### src/rtl/intersection_pkg.sv
// Shared encodings and default timing for the intersection controller.
package intersection_pkg;

  // Phase encoding; WALK is the exclusive pedestrian phase with all lamps red.
  typedef enum logic [2:0] {
    NS_GREEN  = 3'd0,
    NS_YELLOW = 3'd1,
    NS_ALLRED = 3'd2,
    EW_GREEN  = 3'd3,
    EW_YELLOW = 3'd4,
    EW_ALLRED = 3'd5,
    WALK      = 3'd6
  } state_t;

  // One-hot lamp encoding, MSB = red.
  typedef logic [2:0] lamp_t;
  localparam lamp_t RED    = 3'b100;
  localparam lamp_t YELLOW = 3'b010;
  localparam lamp_t GREEN  = 3'b001;

  localparam int DEF_T_GREEN_MIN = 8;
  localparam int DEF_T_GREEN_MAX = 20;
  localparam int DEF_T_YELLOW    = 3;
  localparam int DEF_T_ALLRED    = 2;
  localparam int DEF_T_WALK      = 6;
  localparam int DEF_CNT_W       = 8;

  typedef struct packed {
    lamp_t ns;
    lamp_t ew;
    logic  walk;
  } lamps_t;

  // Lamp pattern for a phase; only one approach can ever be non-red.
  function automatic lamps_t decode_lamps(input state_t s);
    lamps_t l;
    l = '{ns: RED, ew: RED, walk: 1'b0};
    case (s)
      NS_GREEN:  l.ns   = GREEN;
      NS_YELLOW: l.ns   = YELLOW;
      EW_GREEN:  l.ew   = GREEN;
      EW_YELLOW: l.ew   = YELLOW;
      WALK:      l.walk = 1'b1;
      default:   l      = '{ns: RED, ew: RED, walk: 1'b0};
    endcase
    return l;
  endfunction

endpackage

### src/rtl/phase_timer.sv
// Per-phase cycle counter: clears on phase entry, counts up, holds at limit.
module phase_timer #(
  parameter int CNT_W = 8
) (
  input  logic             clk,
  input  logic             reset,
  input  logic             clear,
  input  logic             enable,
  input  logic [CNT_W-1:0] limit,
  output logic [CNT_W-1:0] count,
  output logic             tc
);

  // Count toward limit; clear (phase entry) restarts from zero.
  always_ff @(posedge clk) begin
    if (!reset || clear)
      count <= '0;
    else if (enable && (count < limit))
      count <= count + CNT_W'(1);
  end

  // >= so a limit that drops below the running count still reads as expired.
  assign tc = (count >= limit);

endmodule

### src/rtl/intersection_controller.sv
// Two-approach traffic controller with exclusive pedestrian walk phase.
module intersection_controller
  import intersection_pkg::*;
#(
  parameter int T_GREEN_MIN = DEF_T_GREEN_MIN,
  parameter int T_GREEN_MAX = DEF_T_GREEN_MAX,
  parameter int T_YELLOW    = DEF_T_YELLOW,
  parameter int T_ALLRED    = DEF_T_ALLRED,
  parameter int T_WALK      = DEF_T_WALK,
  parameter int CNT_W       = DEF_CNT_W
) (
  input  logic       clk,
  input  logic       reset,
  input  logic       car_ns,
  input  logic       car_ew,
  input  logic       ped_req,
  output logic [2:0] ns_light,
  output logic [2:0] ew_light,
  output logic       walk
);

  localparam logic [CNT_W-1:0] LIM_GMIN = CNT_W'(T_GREEN_MIN - 1);
  localparam logic [CNT_W-1:0] LIM_GMAX = CNT_W'(T_GREEN_MAX - 1);
  localparam logic [CNT_W-1:0] LIM_Y    = CNT_W'(T_YELLOW - 1);
  localparam logic [CNT_W-1:0] LIM_AR   = CNT_W'(T_ALLRED - 1);
  localparam logic [CNT_W-1:0] LIM_W    = CNT_W'(T_WALK - 1);

  state_t           state, nxt;
  logic [CNT_W-1:0] count, limit;
  logic             tc, advance;
  logic             ped_pending;
  logic             walk_to_ew;   // WALK exits to EW when NS was the last green

  // Terminal count for the current phase; greens saturate at max-green.
  always_comb begin
    limit = LIM_GMAX;
    case (state)
      NS_GREEN, EW_GREEN:   limit = LIM_GMAX;
      NS_YELLOW, EW_YELLOW: limit = LIM_Y;
      NS_ALLRED, EW_ALLRED: limit = LIM_AR;
      WALK:                 limit = LIM_W;
      default:              limit = LIM_GMAX;
    endcase
  end

  // Phase transitions. A green yields once min-green has elapsed and there is
  // demand, either because its own approach emptied or max-green was hit.
  always_comb begin
    nxt = state;
    case (state)
      NS_GREEN:
        if ((count >= LIM_GMIN) && (car_ew || ped_pending) && (!car_ns || tc))
          nxt = NS_YELLOW;
      NS_YELLOW: if (tc) nxt = NS_ALLRED;
      NS_ALLRED: if (tc) nxt = ped_pending ? WALK : EW_GREEN;
      EW_GREEN:
        if ((count >= LIM_GMIN) && (car_ns || ped_pending) && (!car_ew || tc))
          nxt = EW_YELLOW;
      EW_YELLOW: if (tc) nxt = EW_ALLRED;
      EW_ALLRED: if (tc) nxt = ped_pending ? WALK : NS_GREEN;
      WALK:      if (tc) nxt = walk_to_ew ? EW_GREEN : NS_GREEN;
      default:   nxt = NS_GREEN;
    endcase
  end

  assign advance = (nxt != state);

  phase_timer #(.CNT_W(CNT_W)) u_timer (
    .clk    (clk),
    .reset  (reset),
    .clear  (advance),
    .enable (1'b1),
    .limit  (limit),
    .count  (count),
    .tc     (tc)
  );

  // State register with lamps decoded from the next state so outputs are
  // registered yet always match the current phase.
  always_ff @(posedge clk) begin
    if (!reset) begin
      state    <= NS_GREEN;
      ns_light <= GREEN;
      ew_light <= RED;
      walk     <= 1'b0;
    end else begin
      state                      <= nxt;
      {ns_light, ew_light, walk} <= decode_lamps(nxt);
    end
  end

  // Pedestrian latch: cleared when WALK begins, presses during WALK ignored.
  always_ff @(posedge clk) begin
    if (!reset)
      ped_pending <= 1'b0;
    else if (nxt == WALK && state != WALK)
      ped_pending <= 1'b0;
    else if (ped_req && state != WALK)
      ped_pending <= 1'b1;
  end

  // Remember which approach handed over to WALK so the other one goes next.
  always_ff @(posedge clk) begin
    if (!reset)
      walk_to_ew <= 1'b0;
    else if (state == NS_ALLRED)
      walk_to_ew <= 1'b1;
    else if (state == EW_ALLRED)
      walk_to_ew <= 1'b0;
  end

endmodule
### config.mk
export PLATFORM = sky130hd
export DESIGN_NAME = intersection_controller
export DESIGN_NICKNAME = d
export VERILOG_FILES = /design/src/rtl/intersection_pkg.sv /design/src/rtl/phase_timer.sv /design/src/rtl/intersection_controller.sv
export SDC_FILE = /design/constraint.sdc
export NUM_CORES = 1
export LEC_CHECK = 0
export BUFFER_PORTS_ARGS = -buffer_cell sky130_fd_sc_hd__buf_2
export CAP_MARGIN = 40
export CELL_PAD_IN_SITES_DETAIL_PLACEMENT = 1
export CELL_PAD_IN_SITES_GLOBAL_PLACEMENT = 1
export CORE_AREA = 2 2 81 44
export DETAILED_ROUTE_END_ITERATION = 7
export DIE_AREA = 0 0 83 46
export PLACE_DENSITY_LB_ADDON = 0.1
export SLEW_MARGIN = 0
export SYNTH_ARGS = -nofsm -noshare
export SYNTH_HDL_FRONTEND = slang
export SYNTH_SLANG_ARGS = --single-unit
### constraint.sdc
create_clock -name clk -period 3.7 [get_ports clk]
set_clock_uncertainty 0.05 [all_clocks]
set_input_delay 0.74 -clock clk [delete_from_list [all_inputs] [get_ports clk]]
set_output_delay 0.74 -clock clk [all_outputs]
set_load 0.005 [all_outputs]
==> flow_summary.json <==
{
  "drc": 0,
  "num_antenna_cells": 0,
  "drv_slew": 0,
  "p_int_mw": 0.3836,
  "max-cap-violations": 0,
  "worstHoldPathType": "reg2reg",
  "num_rows": 15,
  "die_h_um": 46,
  "portBuffers": 11,
  "start_util_pct": 40.94,
  "place.gp.congestion": 0.9197,
  "final_nets": 178,
  "placed_cell_area_mm2": 0.001426,
  "ant_nets": 0,
  "r2r-start": "state[0]",
  "clkTransAtPathRegs_ns": 0.09,
  "cts_hold_buf": 0,
  "path_class": "reg2reg",
  "total_leakage_power_nw": 0.5817,
  "drive_above_1_share_pct": 21.56,
  "syn_inst": 153,
  "synth_edf_count": 0,
  "ir_drop_mv": 0.1316,
  "cts-resized-gates": 0,
  "synth.avg_cell_area_um2": 8.587,
  "wl_mm": 4.373,
  "hold_ws_ns": 0.5406,
  "drt_pre_antenna_iters": 4,
  "coreArea_mm2": 0.003209,
  "die_x_um": 83,
  "period_share_pct": 86.46,
  "finalCriticalPeriod_ns": 3.199,
  "grt_pass1_vias": 1299,
  "clock_power_share_pct": 45.4,
  "fillers": 398,
  "min-delay-start": "u_timer.count[4]",
  "ys.flop_type": "dfxtp_1",
  "yosys.area.top_type_share_pct": 30.48,
  "final_common_cell": "dfxtp_1",
  "rsz0062_at_grt": "false",
  "grt_overflow": 0,
  "final_util_pct": 46.71,
  "required_ns": 3.82,
  "setup-violations-final": 0,
  "clockRootBuffer": "clkbuf_8",
  "io_pins": 12,
  "net-switching-power_mw": 0.1141,
  "total_power_mw": 0.4977,
  "clock_sinks": 20,
  "cts_tree": "yes",
  "path_max_fanout": 12,
  "layout_common_cells": "dfxtp_1, nand2_1, buf_2",
  "slew_headroom_pct": 53.25,
  "share_comb_of_total_power_pct": 8.9,
  "postCtsSetupBuffers": 0,
  "synth_nets": 163,
  "yosys-top-cells-area": "dfxtp_1, ha_1, a21oi_1",
  "hold_viol": 0,
  "cp-startpoint": "state[0]",
  "end_kind": "flip-flop",
  "multi_input_area_um2": 857.1,
  "swShare_pct": 22.92,
  "synthToLayoutAreaGrowth_pct": 14.10,
  "drt_iter0_drc": 247,
  "grt_max_degree": 13,
  "fin_tns_setup_ns": 0,
  "htree_levels": 1,
  "ys_warn_count": 0,
  "arrival_ns": 3.31,
  "num_vias": 1303,
  "outcome": "finished, final reports clean",
  "cts_made_buffers": 3,
  "powerDensity_mw_per_mm2": 332.0,
  "syn_area_mm2": 0.001314,
  "startpoint_type": "flip-flop",
  "seqPwrFrac_pct": 45.8,
  "dp_hpwl_mm": 3.401,
  "grt_use_total_pct": 24.52,
  "antenna_found_initial": 0,
  "dieArea_mm2": 0.003818,
  "synth-seq-cells": 20,
  "clk_latency_ns": 0.27,
  "synth_area_leader_cell": "dfxtp_1",
  "synthDistinctLibCells": 53,
  "seqCellArea_um2": 401.6,
  "synth_seq_area_share_pct": 30.48,
  "cts_buffer_depth": 2,
  "vias_per_cell": 6.234,
  "synthArstFlopShare_pct": 0,
  "clock.fmax_mhz": 312.6,
  "worstMarginPinSlew_ns": 0.7012,
  "avgRoutedWirePerCell_um": 20.92,
  "grt_pass1_wl_mm": 6.962,
  "fin_area_mm2": 0.001499
}
## cell families (layout without fill, tap and decap cells)
kind of cell             count (synthesis)  in the layout  share of synthesized area, %
XOR/XNOR                                 5              5                         3.334
adder cells (fa/ha/maj)                  5              5                         4.762
buffers and inverters                   14             28                         4.285
AO/OA/AOI/OAI                           43             43                         26.86
flip-flops                              20             20                         30.48
AND/OR/NAND/NOR                         65             65                         29.52
multiplexers                             1              1                        0.7619
## power by group through the flow
stage | Sequential (mW) | Clock (mW) | Combinational, mW
5_1_grt | 0.229 | 0.235 | 0.0482
2_1_floorplan | 0.229 | 0 | 0.0323
4_1_cts | 0.228 | 0.227 | 0.0435
3_5_place_dp | 0.232 | 0 | 0.0425
6_report | 0.228 | 0.226 | 0.0441
3_3_place_gp | 0.232 | 0 | 0.0399
## cell usage after synthesis (all sizes together), types with 3 or more instances
cell type	count
dfxtp	20
nor4b	3
nand4	4
ha	5
inv	9
xor2	3
a21oi	10
buf	3
o21ai	8
nor4	8
and2	4
a311oi	3
a31oi	3
nand3	8
nand2	13
nor2	11
## routing by layer
metal  GRT usage [%]  share of wire (%)  vias to the layer above
met5               0                  0                        -
li1                -                  -                      603
met2           34.84                 41                       54
met1           35.90                 49                      636
met3           6.884                8.8                       10
met4           7.213                1.3                        0
## stage by stage
step | std cells | worst slack, ns
final | 209 | 0.5011
after detailed placement | 205 | 0.3933
after global placement | 204 | 0.4474
after CTS | 209 | 0.3348
after floorplan | 153 | 1.096
after global routing | 209 | 0.2522
## worst paths after layout
| path | endpoint | slack (ns) | depth (start not counted) |
|---|---|---|---|
| max | u_timer.count[6] | 0.50 | 10 |
| min | u_timer.count[4] | 0.54 | 2 |
| max reg2reg | u_timer.count[6] | 0.50 | 10 |
| min reg2reg | u_timer.count[4] | 0.54 | 2 |
## sequential cells by signal, summed over array words and instances, names as in the netlist
signal	flops
ns_light	3
state	3
ew_light	3
walk_to_ew	1
walk	1
ped_pending	1
u_timer.count	8
## critical path: stages, from the launching register on
cell     delay, ns
dfxtp_2       0.50
inv_1         0.19
nand2_1       0.17
nand3_1       0.12
ha_1          0.25
nor4_2        0.42
buf_4         0.26
nand3_1       0.08
o21ai_0       0.42
a21oi_1       0.28
nor4b_1       0.36
## layout make-up
cell class / count / area share [%]
tap: 42 / 3.506
sequential: 20 / 26.79
timing repair buffer: 15 / 5.509
clock buffer: 3 / 2.755
inverter: 9 / 2.254
clock inverter: 1 / 2.003
multi-input combinational: 119 / 57.18
(Power assumes the default switching activity.)
